===== src/rtl/tt6581_pkg.sv =====
// Shared types for the tt6581 audio path: resolution default, sample type and DAC mode.
package tt6581_pkg;

    localparam int DAC_RES_W = 10;

    typedef logic signed [15:0] audio_t;

    typedef enum logic {
        DAC_PWM = 1'b0,
        DAC_DSM = 1'b1
    } dac_mode_e;

endpackage


===== src/rtl/sample_clamp.sv =====
// Combinational sample conditioning: arithmetic shift, saturation to RES_W signed bits,
// and offset to an unsigned duty code.
module sample_clamp
    import tt6581_pkg::*;
#(
    parameter int SHIFT = 0,
    parameter int RES_W = DAC_RES_W
) (
    input  audio_t            i_audio,
    output logic [RES_W-1:0]  o_code
);

    localparam audio_t MAX_C = audio_t'((1 << (RES_W - 1)) - 1);
    localparam audio_t MIN_C = audio_t'(-(1 << (RES_W - 1)));

    audio_t w_shift;
    audio_t w_sat;

    assign w_shift = i_audio >>> SHIFT;

    always_comb begin
        w_sat = w_shift;
        if (w_shift > MAX_C) begin
            w_sat = MAX_C;
        end else if (w_shift < MIN_C) begin
            w_sat = MIN_C;
        end else begin
            w_sat = w_shift;
        end
    end

    // Adding midscale to an in-range two's-complement value is a sign-bit flip.
    assign o_code = {~w_sat[RES_W-1], w_sat[RES_W-2:0]};

endmodule


===== src/rtl/audio_dac.sv =====
// 1-bit audio DAC: double-buffered sample, PWM or first-order delta-sigma bitstream,
// sample swap and mode change only at the period wrap.
module audio_dac
    import tt6581_pkg::*;
#(
    parameter int SHIFT = 0,
    parameter int RES_W = DAC_RES_W
) (
    input  logic              clk_i,
    input  logic              rst_ni,
    input  logic              audio_valid_i,
    input  audio_t            audio_i,
    input  logic              mode_i,
    input  logic              ovr_clr_i,
    output logic              dac_o,
    output logic [RES_W-1:0]  level_o,
    output logic              period_o,
    output logic              overrun_o
);

    localparam logic [RES_W-1:0] MID_C     = {1'b1, {(RES_W-1){1'b0}}};
    localparam logic [RES_W-1:0] CNT_MAX_C = {RES_W{1'b1}};
    localparam logic [RES_W-1:0] ZERO_C    = {RES_W{1'b0}};

    logic [RES_W-1:0] r_cnt;
    logic [RES_W-1:0] r_pending;
    logic             r_pending_full;
    logic [RES_W-1:0] r_active;
    logic [RES_W-1:0] r_acc;
    dac_mode_e        r_mode;
    logic             r_dac;
    logic             r_period;
    logic             r_overrun;

    logic [RES_W-1:0] w_code;
    logic [RES_W:0]   w_sum;
    logic             w_wrap;
    logic             w_ovr_evt;
    logic             w_mode_chg;
    logic             w_dac_nxt;
    dac_mode_e        w_mode_in;

    sample_clamp #(
        .SHIFT (SHIFT),
        .RES_W (RES_W)
    ) u_clamp (
        .i_audio (audio_i),
        .o_code  (w_code)
    );

    assign w_wrap     = (r_cnt == CNT_MAX_C);
    assign w_mode_in  = mode_i ? DAC_DSM : DAC_PWM;
    assign w_mode_chg = w_wrap && (w_mode_in != r_mode);
    assign w_sum      = {1'b0, r_acc} + {1'b0, r_active};
    // A wrap that consumes pending makes room, so a strobe there is not an overrun.
    assign w_ovr_evt  = audio_valid_i && r_pending_full && !w_wrap;

    always_comb begin
        w_dac_nxt = 1'b0;
        case (r_mode)
            DAC_PWM: w_dac_nxt = (r_cnt < r_active);
            DAC_DSM: w_dac_nxt = w_sum[RES_W];
            default: w_dac_nxt = 1'b0;
        endcase
    end

    always_ff @(posedge clk_i or negedge rst_ni) begin
        if (!rst_ni) begin
            r_cnt    <= ZERO_C;
            r_period <= 1'b0;
        end else begin
            r_cnt    <= r_cnt + 1'b1;
            r_period <= w_wrap;
        end
    end

    always_ff @(posedge clk_i or negedge rst_ni) begin
        if (!rst_ni) begin
            r_pending      <= MID_C;
            r_pending_full <= 1'b0;
            r_active       <= MID_C;
        end else begin
            if (audio_valid_i) begin
                r_pending <= w_code;
            end
            if (audio_valid_i) begin
                r_pending_full <= 1'b1;
            end else if (w_wrap) begin
                r_pending_full <= 1'b0;
            end
            if (w_wrap && r_pending_full) begin
                r_active <= r_pending;
            end
        end
    end

    always_ff @(posedge clk_i or negedge rst_ni) begin
        if (!rst_ni) begin
            r_mode <= DAC_PWM;
            r_acc  <= ZERO_C;
            r_dac  <= 1'b0;
        end else begin
            if (w_wrap) begin
                r_mode <= w_mode_in;
            end
            if (w_mode_chg) begin
                r_acc <= ZERO_C;
            end else begin
                r_acc <= w_sum[RES_W-1:0];
            end
            r_dac <= w_dac_nxt;
        end
    end

    // A fresh overrun wins over a simultaneous clear request.
    always_ff @(posedge clk_i or negedge rst_ni) begin
        if (!rst_ni) begin
            r_overrun <= 1'b0;
        end else if (w_ovr_evt) begin
            r_overrun <= 1'b1;
        end else if (ovr_clr_i) begin
            r_overrun <= 1'b0;
        end
    end

    assign dac_o     = r_dac;
    assign level_o   = r_active;
    assign period_o  = r_period;
    assign overrun_o = r_overrun;

endmodule


===== config.mk =====
export PLATFORM = sky130hd
export DESIGN_NAME = audio_dac
export DESIGN_NICKNAME = d
export VERILOG_FILES = /design/src/rtl/tt6581_pkg.sv /design/src/rtl/sample_clamp.sv /design/src/rtl/audio_dac.sv
export SDC_FILE = /design/constraint.sdc
export NUM_CORES = 1
export LEC_CHECK = 0
export CAP_MARGIN = 25
export CORE_MARGIN = 5
export CORE_UTILIZATION = 55
export CTS_CLUSTER_DIAMETER = 100
export DETAILED_ROUTE_END_ITERATION = 7
export HOLD_SLACK_MARGIN = 0.08
export PLACE_DENSITY = 0.85
export SETUP_SLACK_MARGIN = 0.15
export SYNTH_ARGS = -nofsm -noshare
export SYNTH_HDL_FRONTEND = slang
export SYNTH_HIERARCHICAL = 1
export SYNTH_SLANG_ARGS = --single-unit

===== constraint.sdc =====
create_clock -name clk_i -period 2.5 [get_ports clk_i]
set_input_delay 0.5 -clock clk_i [delete_from_list [all_inputs] [get_ports clk_i]]
set_output_delay 0.5 -clock clk_i [all_outputs]
set_load 0.03 [all_outputs]

==> impl.org <==
** Status
- The run finished with clean final reports.

** Timing
- Final Hold Violating Endpoints :: 0
- On the final layout, the worst clock skew is roughly 11 ps.
- The number of pins exceeding their max-slew limit in the final report came to 0.
- Post-Route Setup TNS :: 0 ps
- In this run the tightest slew margin relative to its limit is 60.0%.
- For the pin with the worst max-slew slack, the measured transition is 598 ps.
- Unrepaired setup endpoints after global routing :: false
- Subtracting the final worst setup slack from the clock period gives 2090 ps.
- The worst path uses 83.4% of the clock period.
- Setup violations remaining at the end of the flow were counted as 0.
- Derived from the worst setup path, the maximum achievable clock frequency is ~0.48 GHz.

** Route
- DR vias :: between 1500 and 2000
- Pre-antenna DRT Iters :: 4
- In the routed layout, each cell is associated on average with a via count of 5.77.
- Once detail routing completed, the nets flagged for antenna violations numbered 0.
- Average detailed-routed wire length per instance :: 15.8 um
- DRC violation total after the first TritonRoute iteration :: 59
- The final layout contains routed wiring with a total length of 4.91 mm.
- DRC violations left :: 0

** Setup path
- Type of destination of the critical path :: flop
- Kind of start point of the critical path :: flop
- CP Cell Sequence :: ha_1 -> inv_1 -> fa_1 -> nand2b_1 -> a21oi_1 -> a21oi_1 -> o21ai_0 -> o21a_1
- Along the worst path, the maximum fanout reaches 4.
- In this design, the stage delay of the slowest critical-path cell is 420 ps.
- The worst setup path is of the reg -> reg kind.
- Together, buffers and inverters on the worst path number 1.
- Critical Path AT :: ~2300 ps
- Most prevalent standard cell on the critical path :: sky130_fd_sc_hd__a21oi_1
- Kind of cell with the highest combined delay on the critical path :: compound AO/OA/AOI/OAI gates
- Worst EP required :: 2740 ps
- The slowest stage of the critical path is the sky130_fd_sc_hd__dfrtp_1 cell.

** GRT
- Via count of the first global-routing pass :: 1822
- Entering global routing, the biggest net connects 19 pins.
- Final global-route overflow total :: 0
- Total GRT Usage :: 17.0%
- The first global-routing pass estimated 8.24 mm of wire.
- The initial antenna violation count is 0.

** Yosys
- Seq/Total Area, Yosys :: 45.3%
- Distinct cell type count of the synthesized netlist :: 38
- Post-synthesis instance area :: 0.00249 mm^2
- Flops & latches, synth :: 45
- Syn_area_per_cell :: 11.4 um^2
- Summed over all instances, the cell type with the most area after synthesis is sky130_fd_sc_hd__dfrtp_1.
- Total nets after synthesis :: 261
- Synth warn :: 6
- Counting every instance in the synthesized netlist gives 219.
- By area the synthesized netlist is led by sky130_fd_sc_hd__dfrtp_1 43%, sky130_fd_sc_hd__ha_1 10%, sky130_fd_sc_hd__mux2_4 6.0%.
- The synthesized design devotes to its leading area cell type 43.2% of total area.

** CTS
- For this design, the sink count on the clock tree is 45.
- Post-CTS Setup Bufs :: 0
- Latest clock arrival within the worst-skew pair :: 300 ps
- TritonCTS built the clock tree.
- Gates resized during post-CTS repair numbered 0.
- H-tree depth :: 2
- Clock root buffer master :: sky130_fd_sc_hd__clkbuf_8
- Clock tree synthesis inserted a total of 5 buffers.
- Count of hold buffers inserted by post-cts repair :: 0
- Maximum buffer depth of the clock tree :: 2
- CTS clk-pin slew, worst paths :: 90 ps

** Floorplanning
- The floorplan has 24 rows.
- The floorplan step defined a die boundary enclosing between 0.005 and 0.006 mm^2.
- The floorplan step set the die height to between 70 and 80 um.
- Core ar. :: about 0.0044 mm^2
- For this design the top-level I/O count stands at 34.
- Initial standard-cell utilization of the core :: a little under three fifths
- The floorplan step set the die width to 77.3 um.

** Power
- VDD sags by at most 0.000321 V.
- Summed over all cells, the static leakage comes to roughly 1.4 nW.
- Total power divided by cell area :: 455 mW/mm^2

** Cells and area
- Fill cell total of the finished layout :: 323
- The number of antenna diodes in the final layout is 0.
- Layout cells sized above 1 :: 15.1%
- Leaving out fill and tap cells, the most frequent cell in the layout is sky130_fd_sc_hd__dfrtp_1.
- Total Nets Final :: 299
- After the flow finishes, the layout carries non-filler instances totaling 310.
- In the layout the commonest cells are 43 x sky130_fd_sc_hd__dfrtp_1, 32 x sky130_fd_sc_hd__clkdlybuf4s50_1, 20 x sky130_fd_sc_hd__ha_1, 15 x sky130_fd_sc_hd__inv_1.
- The finished cells cover 0.00298 mm^2.
- Relative to the synthesized area, the layout overhead comes to 19.4%.

** Hold path
- The path class of the tightest hold or removal check is in -> async.

** Placed design
- In this run the cell area measured after placement is slightly below 0.003 mm^2.
- Final RePlAce weighted congestion :: 0.805
- Port-buffer cells :: 33
- Counting tap cells, the placed design contains a total of between 300 and 400 instances.
- Detailed placement finished with a half-perimeter wire length of 3.85 mm.

** Flow run
- Maxcap violations :: 0
[kinds of logic after synthesis]
group / count (synthesis) / synth area share, %
adders and majority gates: 21 / 10.8
xor gates and xnor gates: 15 / 5.27
and+or+nand+nor: 56 / 13.2
buffers and inverters: 21 / 3.46
muxes: 20 / 10.5
DFF: 45 / 45.3
AOI/OAI and AO/OA: 41 / 11.4
[registers in the layout (all words and copies together), names as in the netlist]
signal	count
dac_o	1
period_o	1
r_pending_full	1
overrun_o	1
r_pending	10
r_cnt	10
r_mode	1
r_acc	10
level_o	10
[cell type report]
class	instances	area [um^2]	share of cell area, %
clock inverter	2	13.8	0.462
timing repair buffer	36	348	11.7
multi-input combinational	153	1280	42.9
sequential	45	1130	37.9
clock buffer	6	82.6	2.77
inverter	16	61.3	2.06
tap	52	65.1	2.19
[synthesized netlist by cell type]
cell type,instances
sky130_fd_sc_hd__nand3_1,6
sky130_fd_sc_hd__mux2_4,10
sky130_fd_sc_hd__buf_1,1
sky130_fd_sc_hd__a221o_1,1
sky130_fd_sc_hd__inv_1,15
sky130_fd_sc_hd__nor4_1,2
sky130_fd_sc_hd__and2_1,1
sky130_fd_sc_hd__mux2_2,10
sky130_fd_sc_hd__nand4_4,1
sky130_fd_sc_hd__o21ai_0,6
sky130_fd_sc_hd__dfstp_2,2
sky130_fd_sc_hd__dfrtp_1,43
sky130_fd_sc_hd__o21a_1,2
sky130_fd_sc_hd__nand2_8,1
sky130_fd_sc_hd__nand4_1,12
sky130_fd_sc_hd__buf_2,2
sky130_fd_sc_hd__nand2b_1,2
sky130_fd_sc_hd__a21oi_1,8
sky130_fd_sc_hd__a31oi_1,3
sky130_fd_sc_hd__nand2_1,9
sky130_fd_sc_hd__a2bb2oi_1,9
sky130_fd_sc_hd__and3_4,1
sky130_fd_sc_hd__ha_1,20
sky130_fd_sc_hd__fa_1,1
sky130_fd_sc_hd__and3_1,1
sky130_fd_sc_hd__xnor2_1,9
sky130_fd_sc_hd__nor2b_1,1
sky130_fd_sc_hd__clkinv_2,1
sky130_fd_sc_hd__a211oi_1,2
sky130_fd_sc_hd__xor2_1,6
sky130_fd_sc_hd__nor3b_1,1
sky130_fd_sc_hd__clkbuf_1,1
sky130_fd_sc_hd__a31o_2,1
sky130_fd_sc_hd__and4_1,3
sky130_fd_sc_hd__buf_4,1
sky130_fd_sc_hd__a21o_1,9
sky130_fd_sc_hd__nor3_1,3
sky130_fd_sc_hd__nor2_1,12
[path summary, 6_finish.rpt]
| path | from | end | slack (ps) | depth (start not counted) |
|---|---|---|---|---|
| max reg2reg | level_o[0]$_DFFE_PN0P_ | dac_o$_DFF_PN0_ | 410 | 8 |
| max in group asynchronous | rst_ni | r_pending[9]$_DFFE_PN1P_ | 1790 | 2 |
| max | level_o[0]$_DFFE_PN0P_ | dac_o$_DFF_PN0_ | 410 | 8 |
| min in group clk_i | r_cnt[0]$_DFF_PN0_ | r_cnt[0]$_DFF_PN0_ | 480 | 1 |
| min | rst_ni | r_cnt[6]$_DFF_PN0_ | 90 | 1 |
| min reg2reg | r_cnt[0]$_DFF_PN0_ | r_cnt[0]$_DFF_PN0_ | 480 | 1 |
[through the flow]
stage,power (mW),hold WS [ps],setup slack (ps),utilization (%)
finish,1.35,92.3,414,67.9
global placement,0.893,424,474,65.7
CTS,1.36,105,425,67.9
detailed placement,0.900,429,435,65.7
floorplan,0.835,204,506,-
global route,1.41,109,291,67.9
[routing by layer]
layer / wire length, um / up-vias / track usage, %
li1: - / 871 / -
met1: 2180 / 869 / 20.5
met2: 2440 / 42 / 30.6
met3: 246 / 7 / 4.45
met4: 40 / 0 / 3.09
met5: 0 / - / 0
[worst register-to-register path, cell delays in order (launching register included)]
cell	delay, ps
sky130_fd_sc_hd__dfrtp_1	420
sky130_fd_sc_hd__ha_1	190
sky130_fd_sc_hd__inv_1	50
sky130_fd_sc_hd__fa_1	400
sky130_fd_sc_hd__nand2b_1	160
sky130_fd_sc_hd__a21oi_1	300
sky130_fd_sc_hd__a21oi_1	160
sky130_fd_sc_hd__o21ai_0	210
sky130_fd_sc_hd__o21a_1	140
[power breakdown]
part	switching, mW	total, mW	internal (mW)
combinational	0.0564	0.120	0.0637
sequential	0.0124	0.765	0.753
clock	0.245	0.469	0.224
total	0.314	1.35	1.04
Power figures use the tool's default switching activity.
